## config.mk

```make
export PLATFORM = sky130hd
export DESIGN_NAME = client_rq_ack_q
export DESIGN_NICKNAME = d
export VERILOG_FILES = /design/src/rtl/client_rq_ack_q.sv
export SDC_FILE = /design/constraint.sdc
export NUM_CORES = 1
export LEC_CHECK = 0
export ABC_AREA = 1
export BUFFER_PORTS_ARGS = -buffer_cell sky130_fd_sc_hd__buf_2
export CORE_MARGIN = 2
export CORE_UTILIZATION = 58
export CTS_BUF_LIST = sky130_fd_sc_hd__clkbuf_8
export CTS_CLUSTER_DIAMETER = 60
export DETAILED_ROUTE_END_ITERATION = 10
export PLACE_DENSITY = 0.81
export SYNTH_ARGS = -nofsm -noshare
export SYNTH_HDL_FRONTEND = slang
export SYNTH_SLANG_ARGS = --single-unit
```

## constraint.sdc

```tcl
create_clock -name clk -period 2.4 [get_ports clk]
set_input_delay 0.24 -clock clk [delete_from_list [all_inputs] [get_ports clk]]
set_output_delay 0.24 -clock clk [all_outputs]
set_load 0.1 [all_outputs]
```

## src/rtl/client_rq_ack_q.sv

```systemverilog
// ============================================================================
// Module   : client_rq_ack_q
// Purpose  : Queued bus-referee client. Buffers request words and issues them
//            one at a time on a req/ack handshake with timeout and bounded retry.
// Revision : 1.0 - initial release
// ============================================================================
`default_nettype none

module client_rq_ack_q #(
    parameter int REQ_DATA_WIDTH = 8,
    parameter int ACK_DATA_WIDTH = 8,
    parameter int QUEUE_DEPTH    = 4,
    parameter int TIMEOUT_CYCLES = 16,
    parameter int MAX_RETRIES    = 3,
    parameter int BACKOFF_CYCLES = 2
) (
    input  logic                             clk,
    input  logic                             rst,
    input  logic                             push_valid,
    input  logic [REQ_DATA_WIDTH-1:0]        push_data,
    output logic                             push_ready,
    output logic                             client_req,
    output logic [REQ_DATA_WIDTH-1:0]        client_data_req,
    input  logic                             client_ack,
    input  logic [ACK_DATA_WIDTH-1:0]        client_data_ack,
    output logic                             rsp_valid,
    output logic [ACK_DATA_WIDTH-1:0]        rsp_data,
    output logic                             rsp_error,
    output logic                             busy,
    output logic [$clog2(QUEUE_DEPTH+1)-1:0] queue_count
);

    localparam int c_ptr_w   = (QUEUE_DEPTH > 1) ? $clog2(QUEUE_DEPTH) : 1;
    localparam int c_cnt_w   = $clog2(QUEUE_DEPTH + 1);
    localparam int c_timer_w = (TIMEOUT_CYCLES > 1) ? $clog2(TIMEOUT_CYCLES) : 1;
    localparam int c_retry_w = (MAX_RETRIES > 0) ? $clog2(MAX_RETRIES + 1) : 1;
    localparam int c_bo_w    = (BACKOFF_CYCLES > 1) ? $clog2(BACKOFF_CYCLES) : 1;

    typedef enum logic [1:0] {
        ST_IDLE    = 2'd0,
        ST_REQ     = 2'd1,
        ST_GAP     = 2'd2,
        ST_BACKOFF = 2'd3
    } state_t;

    // ------------------------------------------------------------------
    // Registers
    // ------------------------------------------------------------------
    logic [REQ_DATA_WIDTH-1:0] mem_q [QUEUE_DEPTH];

    state_t                    state_q,      state_d;
    logic [c_ptr_w-1:0]        wr_ptr_q,     wr_ptr_d;
    logic [c_ptr_w-1:0]        rd_ptr_q,     rd_ptr_d;
    logic [c_cnt_w-1:0]        count_q,      count_d;
    logic                      push_ready_q, push_ready_d;
    logic [c_timer_w-1:0]      timer_q,      timer_d;
    logic [c_retry_w-1:0]      retry_q,      retry_d;
    logic [c_bo_w-1:0]         bo_q,         bo_d;
    logic                      req_q,        req_d;
    logic [REQ_DATA_WIDTH-1:0] data_req_q,   data_req_d;
    logic                      rsp_valid_q,  rsp_valid_d;
    logic [ACK_DATA_WIDTH-1:0] rsp_data_q,   rsp_data_d;
    logic                      rsp_error_q,  rsp_error_d;
    logic                      busy_q,       busy_d;

    logic                      push_acc;
    logic                      pop;
    logic [REQ_DATA_WIDTH-1:0] head;

    // push_ready is a registered !full, so a pop cannot free a slot for a
    // push on the same edge.
    assign push_acc = push_valid & push_ready_q;
    assign head     = mem_q[rd_ptr_q];

    // ------------------------------------------------------------------
    // Handshake FSM: next state and outputs
    // ------------------------------------------------------------------
    always_comb begin
        state_d     = state_q;
        timer_d     = timer_q;
        retry_d     = retry_q;
        bo_d        = bo_q;
        req_d       = req_q;
        pop         = 1'b0;
        rsp_valid_d = 1'b0;
        rsp_data_d  = rsp_data_q;
        rsp_error_d = rsp_error_q;

        case (state_q)
            ST_IDLE: begin
                if (count_q != '0) begin
                    state_d = ST_REQ;
                    req_d   = 1'b1;
                    timer_d = '0;
                    retry_d = '0;
                end
            end

            ST_REQ: begin
                if (client_ack) begin
                    // An ack on the timeout edge still counts as success.
                    rsp_valid_d = 1'b1;
                    rsp_data_d  = client_data_ack;
                    rsp_error_d = 1'b0;
                    pop         = 1'b1;
                    req_d       = 1'b0;
                    state_d     = ST_GAP;
                end else if (timer_q == c_timer_w'(TIMEOUT_CYCLES - 1)) begin
                    req_d = 1'b0;
                    if (retry_q == c_retry_w'(MAX_RETRIES)) begin
                        rsp_valid_d = 1'b1;
                        rsp_data_d  = '0;
                        rsp_error_d = 1'b1;
                        pop         = 1'b1;
                        state_d     = ST_GAP;
                    end else begin
                        retry_d = retry_q + 1'b1;
                        bo_d    = '0;
                        state_d = ST_BACKOFF;
                    end
                end else begin
                    timer_d = timer_q + 1'b1;
                end
            end

            ST_GAP: begin
                if (count_q != '0) begin
                    state_d = ST_REQ;
                    req_d   = 1'b1;
                    timer_d = '0;
                    retry_d = '0;
                end else begin
                    state_d = ST_IDLE;
                end
            end

            ST_BACKOFF: begin
                if (bo_q == c_bo_w'(BACKOFF_CYCLES - 1)) begin
                    state_d = ST_REQ;
                    req_d   = 1'b1;
                    timer_d = '0;
                end else begin
                    bo_d = bo_q + 1'b1;
                end
            end

            default: begin
                state_d = ST_IDLE;
                req_d   = 1'b0;
            end
        endcase

        // The head only advances on completion, so it is stable while req is high.
        data_req_d = req_d ? head : '0;
        busy_d     = (state_d != ST_IDLE);
    end

    // ------------------------------------------------------------------
    // Queue pointers and occupancy
    // ------------------------------------------------------------------
    always_comb begin
        wr_ptr_d = push_acc ? wr_ptr_q + 1'b1 : wr_ptr_q;
        rd_ptr_d = pop      ? rd_ptr_q + 1'b1 : rd_ptr_q;
        count_d  = count_q;
        case ({push_acc, pop})
            2'b10:   count_d = count_q + 1'b1;
            2'b01:   count_d = count_q - 1'b1;
            default: count_d = count_q;
        endcase
        push_ready_d = (count_d != c_cnt_w'(QUEUE_DEPTH));
    end

    always_ff @(posedge clk) begin
        if (push_acc) begin
            mem_q[wr_ptr_q] <= push_data;
        end
    end

    always_ff @(posedge clk) begin
        if (rst) begin
            state_q      <= ST_IDLE;
            wr_ptr_q     <= '0;
            rd_ptr_q     <= '0;
            count_q      <= '0;
            push_ready_q <= 1'b1;
            timer_q      <= '0;
            retry_q      <= '0;
            bo_q         <= '0;
            req_q        <= 1'b0;
            data_req_q   <= '0;
            rsp_valid_q  <= 1'b0;
            rsp_data_q   <= '0;
            rsp_error_q  <= 1'b0;
            busy_q       <= 1'b0;
        end else begin
            state_q      <= state_d;
            wr_ptr_q     <= wr_ptr_d;
            rd_ptr_q     <= rd_ptr_d;
            count_q      <= count_d;
            push_ready_q <= push_ready_d;
            timer_q      <= timer_d;
            retry_q      <= retry_d;
            bo_q         <= bo_d;
            req_q        <= req_d;
            data_req_q   <= data_req_d;
            rsp_valid_q  <= rsp_valid_d;
            rsp_data_q   <= rsp_data_d;
            rsp_error_q  <= rsp_error_d;
            busy_q       <= busy_d;
        end
    end

    assign push_ready      = push_ready_q;
    assign client_req      = req_q;
    assign client_data_req = data_req_q;
    assign rsp_valid       = rsp_valid_q;
    assign rsp_data        = rsp_data_q;
    assign rsp_error       = rsp_error_q;
    assign busy            = busy_q;
    assign queue_count     = count_q;

endmodule

`default_nettype wire

```

==> impl_metrics.csv <==
group,metric,value,unit
run_status,status,"finished, final reports clean",
global_route,track_usage,20.9,%
setup_path,crit_type,"flip-flop to flip-flop",
sta,finalCriticalPeriod,2.25,ns
flow_run,maxCapViolations,0,
sta,max_freq,445,MHz
logic_synthesis,synth_top_area_cell,"edfxtp_1",
logic_synthesis,ys.warnings.count,0,
sta,slew_headroom,52.4,%
final_layout,nNetsFinal,377,
setup_path,reg2reg_slack,0.15,ns
route,drtAntennaViolNets,0,
route,wl_per_cell,12.2,um
setup_path,crit_fanout,5,
setup_path,worstSetupEndpointType,"flip-flop",
logic_synthesis,netlist.area_leader.share,33.9,%
global_route,grt_max_degree,20,
placed_design,place_congestion,0.867,
final_layout,antenna_cells,0,
setup_path,worstSetupStartpointType,"flip-flop",
sta,rsz0062_at_grt,"no",
setup_path,worstPathArrival,2.47,ns
die,die_area,5470,sq um
clock_tree,cts.path.max_buffers,2,
clock_tree,path_clk_slew,0.07,ns
setup_path,crit_start,"timer_q[0]",
clock_tree,insertion_delay,0.34,ns
clock_tree,cts_buffers,9,
die,io_pins,44,
sta,finalSetupViolCount,0,
route,viasPerCell,4.84,
worst_hold_path,whs_endpoint,"mem_q[1][3]",
clock_tree,cts_tree,"built",
route,drc,0,
pwr,peakVddDrop,0.000494,V
worst_hold_path,hold_class,"primary input to flip-flop",
setup_path,reg2reg_depth,13,
logic_synthesis,yosysUniqueCellTypes,25,
route,routed_wl,5.12,mm
setup_path,timing.rr.start,"timer_q[0]",
logic_synthesis,synth-seq-area-share,60.0,%
placed_design,dp_hpwl,3.53,mm
die,die_y,73.9,um
global_route,grt_pass1_wl,8.27,mm
setup_path,r2r_end,"push_ready",
sta,hold-worst-slack,0.109,ns
final_layout,area_delta_synth_final,16.7,%
logic_synthesis,synth_area,2840,sq um
global_route,gr-total-overflow,0,
clock_tree,cts.htree.levels,3,
sta,skew,0.00426,ns
die,initial_core_util,60.1,%
final_layout,layout-drive-gt1-share,23.4,%
clock_tree,clock-sinks,69,
die,coreArea,4720,sq um
clock_tree,root_buffer,"clkbuf_8",
sta,hold_viol,0,
logic_synthesis,synthCells,297,
logic_synthesis,syn_avg_cell_area,9.55,sq um
route,num_vias,2037,
global_route,antenna_found_initial,0,
worst_hold_path,hp-start,"push_data[3]",
worst_hold_path,whs_path_depth,1,
global_route,grt_pass1_vias,1906,
logic_synthesis,synth_seq_cells,69,
final_layout,design_area,3310,sq um
die,std_cell_rows,25,
logic_synthesis,synth_area_leaders,"edfxtp_1 34%, dfxtp_1 26%, nand2_1 6.9%",
pwr,power_density,889,nW/um^2
route,dr.pass1.iters,4,
logic_synthesis,syn_nets,325,
sta,tightest_slew,0.711,ns
sta,slew_viol_final,0,
sta,fin_setup_tns,0,ns
placed_design,dpl-instance-area,3130,sq um
die,die_x,73.9,um
route,drtIter0Drc,164,
setup_path,required,2.62,ns
pwr,leakagePower,1.44,nW
sta,fin_crit_sh,93.6,%
placed_design,buffer_ports.inserted,43,
[worst max-delay path: stages, from the launching register on]
cell and delay [ns]:
dfxtp_2 0.36, ha_2 0.22, nand3_4 0.10, nand2_2 0.11, nand2_4 0.08, nor2_4 0.12
ha_1 0.18, inv_1 0.06, fa_1 0.47, nand2_1 0.05, o21ai_0 0.12, inv_1 0.07
nor2_1 0.12, nand2_1 0.07
[layout make-up]
cell class	count	area (sq um)
Clock buffer	9	124
Clock inverter	7	42.5
Fill cell	340	1410
Inverter	43	161
Multi-Input combinational cell	177	935
Sequential cell	69	1710
Tap cell	67	83.8
Timing Repair Buffer	49	260
[flip-flops by register name (all words and copies together), names as in the netlist]
signal,count
timer_q,4
mem_q,32
busy,1
rsp_data,8
bo_q,1
client_data_req,8
push_ready,1
client_req,1
state_q,2
queue_count,3
rsp_error,1
retry_q,2
rsp_valid,1
rd_ptr_q,2
wr_ptr_q,2
[per-layer routing]
metal | GRT usage, % | up-vias | share of wire (%)
met1 | 26.8 | 915 | 47
met4 | 10.9 | 0 | 0.70
met2 | 29.9 | 57 | 46
li1 | - | 1061 | -
met5 | 0 | - | 0
met3 | 9.35 | 4 | 5.9
[what timing repair did]
item                                    CTS  global route
buffers inserted                          0             1
hold buffers                              0             0
gates resized for setup                   0             4
endpoints found under the setup margin    0             1
[layout by cell type, fill, tap and decap left out]
cell type	synthesis	final
dfxtp_1	37	34
a21oi_4	1	1
ha_1	7	6
inv_1	40	40
edfxtp_1	32	32
nand4_1	4	4
inv_2	2	2
clkinvlp_4	0	1
nand3_1	6	6
nand3_2	2	1
clkinv_2	0	2
xnor2_1	1	1
clkinv_4	0	2
nand3_4	0	1
nand2_1	52	52
fa_1	1	1
buf_4	0	6
clkbuf_8	0	9
dfxtp_2	0	3
ha_2	0	1
nor2_1	44	44
a21oi_1	18	18
o21ai_0	22	22
o21ai_2	1	1
buf_2	4	43
nand2_2	3	3
nand2_4	4	4
o22ai_1	8	8
clkinv_1	1	3
nor2_4	3	3
[cell usage after synthesis]
library cell and count:
ha_1 7, clkinv_1 1, nand3_1 6, xnor2_1 1, nand4_1 4, nand2_4 4
clkbuf_1 1, buf_2 4, fa_1 1, nor2_4 3, o21ai_2 1, inv_1 40
nand2_2 3, o21ai_0 22, inv_2 2, buf_1 1, dfxtp_1 37, o22ai_1 8
nor2_1 44, nand2_1 52, edfxtp_1 32, a21oi_4 1, nand3_2 2, buf_6 2
a21oi_1 18
[kinds of logic (layout without fill, tap and decap cells)]
family / after synthesis / count (layout) / share of synthesized area (%)
simple gates: 118 / 118 / 18.8
flops: 69 / 69 / 60.0
buf+inv: 51 / 108 / 7.45
compound gates: 50 / 50 / 9.70
fa+ha+maj: 8 / 8 / 3.79
xor+xnor: 1 / 1 / 0.309
[power breakdown]
group | internal [mW] | switching (mW)
clock network | 0.367 | 0.425
logic | 0.162 | 0.613
registers | 1.33 | 0.0468
[metrics by stage]
stage / util, % / setup WS [ns] / instances / power, mW
3_3_place_gp: 66.2 / 0.237 / 404 / 2.16
4_1_cts: 69.7 / 0.0958 / 420 / 2.96
2_1_floorplan: - / 0.267 / 297 / 2.04
6_report: 70.1 / 0.153 / 421 / 2.95
3_5_place_dp: 66.2 / 0.0967 / 404 / 2.17
5_1_grt: 70.1 / 0.0139 / 421 / 3.07
[worst max path at each step]
stage / endpoint / slack [ns] / depth (start not counted)
global route: push_ready / 0.01 / 14
CTS: push_ready / 0.1 / 13
detailed placement: push_ready / 0.1 / 13
floorplan: push_ready / 0.27 / 8
global placement: push_ready / 0.24 / 14
finish: push_ready / 0.15 / 13
No activity file was read; power rests on OpenSTA's default activity.
